File: src/rtl/load_store_unit.sv
// Load/store unit sitting between a pipeline memory stage and a single-port
// data memory. Handles byte/halfword/word accesses, sub-word stores by
// read-modify-write, alignment checking and a bounded wait on mem_ready.
module load_store_unit #(
    parameter int TIMEOUT = 64
) (
    input  logic        clk,
    input  logic        rst,
    input  logic        req_valid,
    input  logic        req_write,
    input  logic [1:0]  req_size,
    input  logic        req_unsigned,
    input  logic [31:0] req_addr,
    input  logic [31:0] req_wdata,
    output logic        lsu_stall,
    output logic        load_valid,
    output logic [31:0] load_data,
    output logic        lsu_error,
    output logic [31:0] err_addr,
    output logic [31:0] A,
    output logic [31:0] WD,
    output logic        WE,
    input  logic [31:0] RD,
    input  logic        mem_ready,
    input  logic        mem_error
);

    localparam int CW = $clog2(TIMEOUT + 1);

    localparam logic [1:0] SIZE_B = 2'b00;
    localparam logic [1:0] SIZE_H = 2'b01;
    localparam logic [1:0] SIZE_W = 2'b10;

    typedef enum logic [1:0] {
        IDLE  = 2'b00,
        READ  = 2'b01,
        WRITE = 2'b10,
        RESP  = 2'b11
    } state_t;

    state_t        state_q, state_d;
    logic [31:0]   addr_q, addr_d;
    logic [31:0]   wdata_q, wdata_d;
    logic [1:0]    size_q, size_d;
    logic          write_q, write_d;
    logic          unsigned_q, unsigned_d;
    logic          err_q, err_d;
    logic [31:0]   a_q, a_d;
    logic [31:0]   wd_q, wd_d;
    logic [CW-1:0] cnt_q, cnt_d;
    logic [31:0]   load_data_q, load_data_d;
    logic [31:0]   err_addr_q, err_addr_d;
    logic          wait_expired;

    // Illegal size code, or an access not aligned to its own size.
    function automatic logic is_misaligned(input logic [1:0] size, input logic [1:0] lane);
        logic bad;
        case (size)
            SIZE_B:  bad = 1'b0;
            SIZE_H:  bad = lane[0];
            SIZE_W:  bad = (lane != 2'b00);
            default: bad = 1'b1;
        endcase
        return bad;
    endfunction

    // Pick the addressed lane out of a memory word and extend it to 32 bits.
    function automatic logic [31:0] extract_load(input logic [31:0] rd, input logic [1:0] lane,
                                                 input logic [1:0] size, input logic uns);
        logic [7:0]  b;
        logic [15:0] h;
        logic [31:0] r;
        case (lane)
            2'd0:    b = rd[7:0];
            2'd1:    b = rd[15:8];
            2'd2:    b = rd[23:16];
            default: b = rd[31:24];
        endcase
        h = lane[1] ? rd[31:16] : rd[15:0];
        case (size)
            SIZE_B:  r = uns ? {24'h0, b} : {{24{b[7]}}, b};
            SIZE_H:  r = uns ? {16'h0, h} : {{16{h[15]}}, h};
            default: r = rd;
        endcase
        return r;
    endfunction

    // Overlay the store data onto the addressed lane of the word read back.
    function automatic logic [31:0] merge_store(input logic [31:0] rd, input logic [1:0] lane,
                                                input logic [1:0] size, input logic [31:0] wdata);
        logic [31:0] m;
        m = rd;
        case (size)
            SIZE_B: begin
                case (lane)
                    2'd0:    m[7:0]   = wdata[7:0];
                    2'd1:    m[15:8]  = wdata[7:0];
                    2'd2:    m[23:16] = wdata[7:0];
                    default: m[31:24] = wdata[7:0];
                endcase
            end
            SIZE_H: begin
                if (lane[1]) m[31:16] = wdata[15:0];
                else         m[15:0]  = wdata[15:0];
            end
            default: m = wdata;
        endcase
        return m;
    endfunction

    // A wait gives up once the counter would reach TIMEOUT-1; mem_ready wins a tie.
    assign wait_expired = !mem_ready && (cnt_q == CW'(TIMEOUT - 2));

    // Next-state, request latch and memory-side register updates.
    always_comb begin
        // NOTE: every _d gets its hold value first so no path through the case leaves it unassigned (no latches).
        state_d     = state_q;
        addr_d      = addr_q;
        wdata_d     = wdata_q;
        size_d      = size_q;
        write_d     = write_q;
        unsigned_d  = unsigned_q;
        err_d       = err_q;
        a_d         = a_q;
        wd_d        = wd_q;
        cnt_d       = cnt_q;
        load_data_d = load_data_q;
        err_addr_d  = err_addr_q;

        case (state_q)
            IDLE: begin
                if (req_valid) begin
                    addr_d     = req_addr;
                    wdata_d    = req_wdata;
                    size_d     = req_size;
                    write_d    = req_write;
                    unsigned_d = req_unsigned;
                    err_d      = 1'b0;
                    if (is_misaligned(req_size, req_addr[1:0])) begin
                        err_d      = 1'b1;
                        err_addr_d = req_addr;
                        state_d    = RESP;
                    end else if (!req_write || (req_size != SIZE_W)) begin
                        a_d     = {req_addr[31:2], 2'b00};
                        cnt_d   = '0;
                        state_d = READ;
                    end else begin
                        a_d     = {req_addr[31:2], 2'b00};
                        wd_d    = req_wdata;
                        cnt_d   = '0;
                        state_d = WRITE;
                    end
                end
            end

            READ: begin
                if (mem_ready) begin
                    if (mem_error) begin
                        err_d      = 1'b1;
                        err_addr_d = addr_q;
                        state_d    = RESP;
                    end else if (!write_q) begin
                        load_data_d = extract_load(RD, addr_q[1:0], size_q, unsigned_q);
                        state_d     = RESP;
                    end else begin
                        wd_d    = merge_store(RD, addr_q[1:0], size_q, wdata_q);
                        cnt_d   = '0;
                        state_d = WRITE;
                    end
                end else begin
                    cnt_d = cnt_q + CW'(1);
                    if (wait_expired) begin
                        err_d      = 1'b1;
                        err_addr_d = addr_q;
                        state_d    = RESP;
                    end
                end
            end

            WRITE: begin
                if (mem_ready) begin
                    if (mem_error) begin
                        err_d      = 1'b1;
                        err_addr_d = addr_q;
                    end
                    state_d = RESP;
                end else begin
                    cnt_d = cnt_q + CW'(1);
                    if (wait_expired) begin
                        err_d      = 1'b1;
                        err_addr_d = addr_q;
                        state_d    = RESP;
                    end
                end
            end

            default: begin
                // RESP: single cycle, new requests wait for IDLE.
                state_d = IDLE;
            end
        endcase
    end

    // State and datapath registers, all cleared by the asynchronous reset.
    always_ff @(posedge clk or posedge rst) begin
        if (rst) begin
            state_q     <= IDLE;
            addr_q      <= '0;
            wdata_q     <= '0;
            size_q      <= '0;
            write_q     <= 1'b0;
            unsigned_q  <= 1'b0;
            err_q       <= 1'b0;
            a_q         <= '0;
            wd_q        <= '0;
            cnt_q       <= '0;
            load_data_q <= '0;
            err_addr_q  <= '0;
        end else begin
            // NOTE: non-blocking assignments so every flop samples the pre-edge value of its _d.
            state_q     <= state_d;
            addr_q      <= addr_d;
            wdata_q     <= wdata_d;
            size_q      <= size_d;
            write_q     <= write_d;
            unsigned_q  <= unsigned_d;
            err_q       <= err_d;
            a_q         <= a_d;
            wd_q        <= wd_d;
            cnt_q       <= cnt_d;
            load_data_q <= load_data_d;
            err_addr_q  <= err_addr_d;
        end
    end

    // Outputs: stall is gated by rst so it drops in the same cycle reset rises.
    always_comb begin
        lsu_stall  = !rst && (((state_q == IDLE) && req_valid) ||
                              (state_q == READ) || (state_q == WRITE));
        WE         = (state_q == WRITE);
        load_valid = (state_q == RESP) && !err_q && !write_q;
        lsu_error  = (state_q == RESP) && err_q;
        load_data  = load_data_q;
        err_addr   = err_addr_q;
        A          = a_q;
        WD         = wd_q;
    end

endmodule

File: config.mk
export PLATFORM = sky130hd
export DESIGN_NAME = load_store_unit
export DESIGN_NICKNAME = d
export VERILOG_FILES = /design/src/rtl/load_store_unit.sv
export SDC_FILE = /design/constraint.sdc
export NUM_CORES = 1
export LEC_CHECK = 0
export CORE_MARGIN = 3
export CORE_UTILIZATION = 30
export DETAILED_ROUTE_END_ITERATION = 10
export SETUP_SLACK_MARGIN = 0.2
export SYNTH_ARGS = -nofsm -noshare
export SYNTH_HDL_FRONTEND = slang
export SYNTH_SLANG_ARGS = --single-unit
File: constraint.sdc
create_clock -name clk -period 6.61 [get_ports clk]
set_input_delay 0.9915 -clock clk [delete_from_list [all_inputs] [get_ports clk]]
set_output_delay 0.9915 -clock clk [all_outputs]
set_load 0.01 [all_outputs]
**Word level (Yosys, flattened, before mapping)**

Cells that the tools add are included.

- Muxes and demuxes: 50
- Multipliers: 0
- $lt $le $gt $ge: 0
- Shift operators: 0
- Add/sub/neg operators: 1
- Divide/modulo/power cells: 0
- Bitwise gates (word level): 3
- Equal/unequal tests: 22
- Reduce and logical (&&, ||, !) cells: 31

Operator list:

| kind | count |
|---|---|
| 2-to-1 mux 32 bit | 13 |
| one-hot mux 32 bit (2 select lines) | 4 |
| 2-to-1 mux 16 bit | 3 |
| 2-to-1 mux 7 bit | 6 |
| 2-to-1 mux 8 bit | 4 |
| one-hot mux 8 bit (3 select lines) | 1 |
| one-hot mux 7 bit (3 select lines) | 1 |
| != test 2 bit (second input constant) | 9 |
| 2-to-1 mux 2 bit | 6 |
| 2-to-1 mux 1 bit | 9 |
| equality test 2 x 1 -> 1 bit (second input constant) | 4 |
| equality test 2 bit (second input constant) | 4 |
| logical NOT 2 bit | 4 |
| AND reduction 4 bit | 2 |
| adder 7 x 1 -> 7 bit (second input constant) | 1 |
| equality test 7 x 6 -> 1 bit (second input constant) | 1 |
| AND reduction 7 bit | 1 |
| logical AND 1 bit | 6 |
| != test 3 bit (second input constant) | 2 |
| one-hot mux 2 bit (3 select lines) | 1 |
| AND reduction 6 bit | 1 |
| nonzero test 2 bit | 3 |
| logical NOT 1 bit | 5 |
| AND reduction 5 bit | 1 |
| other kinds (11) | 15 |

- Register bits after elaboration: 204
- Bits of input ports: 105
- Output and inout port bits: 132
- Word-level logic and storage cells: 119
- Memories: 0
- Bits in writable memories: 0
- Bits in latches: 0
- Memory bits (read-only): 0

**Depth between registers and ports, before layout**

- Word-level depth: 8
- Mapped depth: 10
- Gate-level depth less buffers: 6

**Least setup slack after synthesis**

OpenSTA, ideal clock, no wires.

- Path type: in2out
- Start: input port req_valid
- End: output port lsu_stall
- Data required time: 5618 ps
- Data arrival time: 2004 ps
- Path buffers: 2
- Stages: 4
- Path slack: 3615 ps
- Path through: nand2_1 buf_1 buf_1 a21oi_1

- Word-level cells in the longest chain between the ends: 4

RTL lines:

| what | RTL line | RTL |
|---|---|---|
| start, declared | 9 | `input logic req_valid,` |
| logical AND 1 bit | 238 | `lsu_stall = !rst && (((state_q == IDLE) && req_valid) \|\|` |
| logical OR 1 bit | 238 |  |
| logical OR 1 bit | 239 | `(state_q == READ) \|\| (state_q == WRITE));` |
| logical AND 1 bit | 238 |  |
| end, declared | 15 | `output logic lsu_stall,` |

No other way between the ends.

**Final worst setup path**

- Start: register state_q[1]
- End: register load_data_q[16], in the netlist load_data[16]

- Word-level cells in the longest chain between the ends: 2

RTL lines:

| what | RTL line | RTL |
|---|---|---|
| start, declared | 41 | `state_t state_q, state_d;` |
| start signal, assigned | 221 | `state_q <= state_d;` |
| equality test 2 x 1 -> 1 bit | 130 | `case (state_q)` |
| AND reduction 4 bit (no line) | -- |  |
| end signal, assigned | 231 | `load_data_q <= load_data_d;` |
| end, declared | 51 | `logic [31:0] load_data_q, load_data_d;` |

No other way between the ends.
A chain may end at the register's enable or synchronous reset.

==> impl_metrics.env <==
export IMPL_place_worst_setup_slack_ps=2580
export IMPL_setup_viol=0
export IMPL_cts_resized_gates=0
export IMPL_switching_share_pct=37.0
export IMPL_syn_inst=903
export IMPL_syn_cell_area_um2=10100
export IMPL_maxSlewHeadroom_pct=24.6
export IMPL_intPower_mw=4.55
export IMPL_synth_distinct_cells=59
export IMPL_nFillCells=3185
export IMPL_globalplace_congestion=0.847
export IMPL_num_vias=7976
export IMPL_tns_ps=0
export IMPL_rsz0062_at_grt="false"
export IMPL_drv_cap=0
export IMPL_crit_fanout=50
export IMPL_yosys_warnings=0
export IMPL_ys_ff_latch=204
export IMPL_core_area_um2=32800
export IMPL_hold_viol_final=0
export IMPL_h_tree_depth=1
export IMPL_cts_buffers=24
export IMPL_crit_type="flip-flop to flip-flop"
export IMPL_period_needed_ps=4070
export IMPL_worstPathArrival_ps=4440
export IMPL_hp_class="flip-flop to flip-flop"
export IMPL_drtAntennaViolNets=0
export IMPL_clkTransAtPathRegs_ps=60
export IMPL_finalCritPeriodShare_pct=61.6
export IMPL_insertion_delay_ps=520
export IMPL_ios=237
export IMPL_max_freq_mhz=246
export IMPL_power_density_nw_per_um2=533
export IMPL_end_kind="flip-flop"
export IMPL_drcViolationCount=0
export IMPL_design_area_um2=13600
export IMPL_wirelength_mm=32.2
export IMPL_yosys_area_top_type="dfrtp_1"
export IMPL_drive_above_1_share_pct=22.6
export IMPL_start_kind="flip-flop"
export IMPL_mostFrequentLayoutCells="clkdlybuf4s50_1 (234), dfrtp_1 (204), mux2_2 (175), nand2_1 (75), o21ai_0 (53)"
export IMPL_syn_area_per_cell_um2=11.1
export IMPL_area_delta_synth_final_pct=34.9
export IMPL_fin_nets=1214
export IMPL_drt_iter0_markers=535
export IMPL_antenna_found_initial=2
export IMPL_ctsLongestPathBuffers=3
export IMPL_layout_commonest_cell="clkdlybuf4s50_1"
export IMPL_wire_per_inst_um=20.6
export IMPL_finalWorstSetupSlack_ps=2540
export IMPL_clock_sinks=204
export IMPL_cts_tree="done"
export IMPL_ctsHoldBuffers=0
export IMPL_io_buffers=234
export IMPL_diodes=0
export IMPL_ys_seq_area_share_pct=50.8
export IMPL_ys_flop_type="dfrtp_1"
export IMPL_cts_setup_buffers=0
export IMPL_grt_max_degree=105
export IMPL_pwr_share_clk_pct=18.4
export IMPL_synth_area_leaders="dfrtp_1 (51%), mux2_2 (20%), nand2_1 (2.8%)"
export IMPL_via_per_inst=5.12
export IMPL_worst_pin_slew_ps=1120
export IMPL_dieArea_um2=35800
export IMPL_power_frac_seq_pct=31.5
export IMPL_start_util_pct=30.7
export IMPL_status="complete, no violations"
export IMPL_finClkSkew_ps=16.5
export IMPL_drv_slew=0
export IMPL_cts_root_buf="clkbuf_16"
export IMPL_p_leak_nw=5.64
export IMPL_cp_required_ps=6980
export IMPL_dp_hpwl_mm=22.9
export IMPL_die_h_um=189
export IMPL_placed_area_um2=12800
export IMPL_rows=66
export IMPL_dr_pass1_iters=4
export IMPL_grt_util_all_layers_pct=17.6
export IMPL_vdd_ir_drop_max_uv=267
export IMPL_synth_async_reset_ratio_pct=100
export IMPL_synth_edf_count=0
export IMPL_grt_ovfl_total=0
export IMPL_grt_pass1_vias=8287
export IMPL_switchingPower_mw=2.68
export IMPL_synth_top_area_share_pct=50.8
export IMPL_power_share_combinational_pct=50.0
export IMPL_die_w_um=189
export IMPL_grt_pass1_wl_mm=49.5
==> metrics by stage <==
stage,util (%),hold WS [ps],std cells,power (mW)
floorplan,-,474,904,4.43
global route,41.4,508,1559,7.70
CTS,41.4,487,1559,7.30
detailed placement,39.0,474,1518,5.94
global placement,39.0,469,1518,5.87
finish,41.4,487,1559,7.23
==> area by class of cell <==
cell class	instances	area, um2	area share (%)
well taps	442	553	4.08
inverters	17	67.6	0.498
clock buffers	33	696	5.13
multi-input cells	610	4620	34.0
clock inverters	8	90.1	0.664
flip-flops and latches	204	5100	37.6
repair buffers	245	2440	18.0
==> metal layers <==
metal | GRT usage [%] | part of all wire [%]
met1 | 23.2 | 43
met2 | 28.2 | 45
met3 | 5.89 | 9.7
met4 | 3.78 | 1.9
met5 | 0 | 0.099
==> worst max-delay path: stages, from the launching register on <==
cell and delay (ps):
dfrtp_1 420, inv_1 100, ha_2 820, inv_2 450
or4_1 1110, a2111o_1 780, o311ai_0 220
==> logic make-up after synthesis <==
group | count (synthesis) | share of synthesized area [%]
flip-flops | 204 | 50.8
adder cells (fa/ha/maj) | 7 | 0.871
buffers and inverters | 90 | 3.65
AND/OR/NAND/NOR | 208 | 10.3
AO/OA/AOI/OAI | 216 | 14.5
other | 1 | 0.0373
multiplexers | 177 | 19.9
==> Yosys cell counts, types with 9 or more instances <==
master	instances
nor2_1	33
nand3_1	44
nor3_1	10
mux2_2	175
o211a_1	9
buf_2	11
nand2_1	76
dfrtp_1	204
a21oi_1	32
a21o_1	11
nand3b_1	10
buf_1	11
o21ai_0	53
a211oi_1	9
clkbuf_1	48
a31oi_1	23
o31ai_1	14
inv_1	14
==> flip-flops by register name, indices dropped and copies added, names as in the netlist <==
register	cells
WD	32
addr_q	32
err_addr	32
load_data	32
wdata_q	32
A	30
cnt_q	7
size_q	2
state_q	2
err_q	1
unsigned_q	1
write_q	1
==> power by group through the flow <==
stage / registers [mW] / clock network, mW / logic [mW]
2_1_floorplan: 2.35 / 0 / 2.09
3_3_place_gp: 2.28 / 0 / 3.59
3_5_place_dp: 2.29 / 0 / 3.64
4_1_cts: 2.28 / 1.36 / 3.66
5_1_grt: 2.36 / 1.41 / 3.93
6_report: 2.28 / 1.33 / 3.62
==> final timing paths <==
check / cells after the start / to / slack [ps] / from
worst max-delay path: 6 / load_data[16]$_DFFE_PP0P_ / 2540 / state_q[1]$_DFFE_PP0N_
worst min-delay path: 2 / load_data[4]$_DFFE_PP0P_ / 490 / load_data[4]$_DFFE_PP0P_
worst max register to register: 6 / load_data[16]$_DFFE_PP0P_ / 2540 / state_q[1]$_DFFE_PP0N_
worst min register to register: 2 / load_data[4]$_DFFE_PP0P_ / 490 / load_data[4]$_DFFE_PP0P_
max in group asynchronous: 3 / load_data[26]$_DFFE_PP0P_ / 4220 / rst
min in group asynchronous: 2 / wdata_q[10]$_DFFE_PP0P_ / 1000 / rst
(Power assumes the default switching activity.)
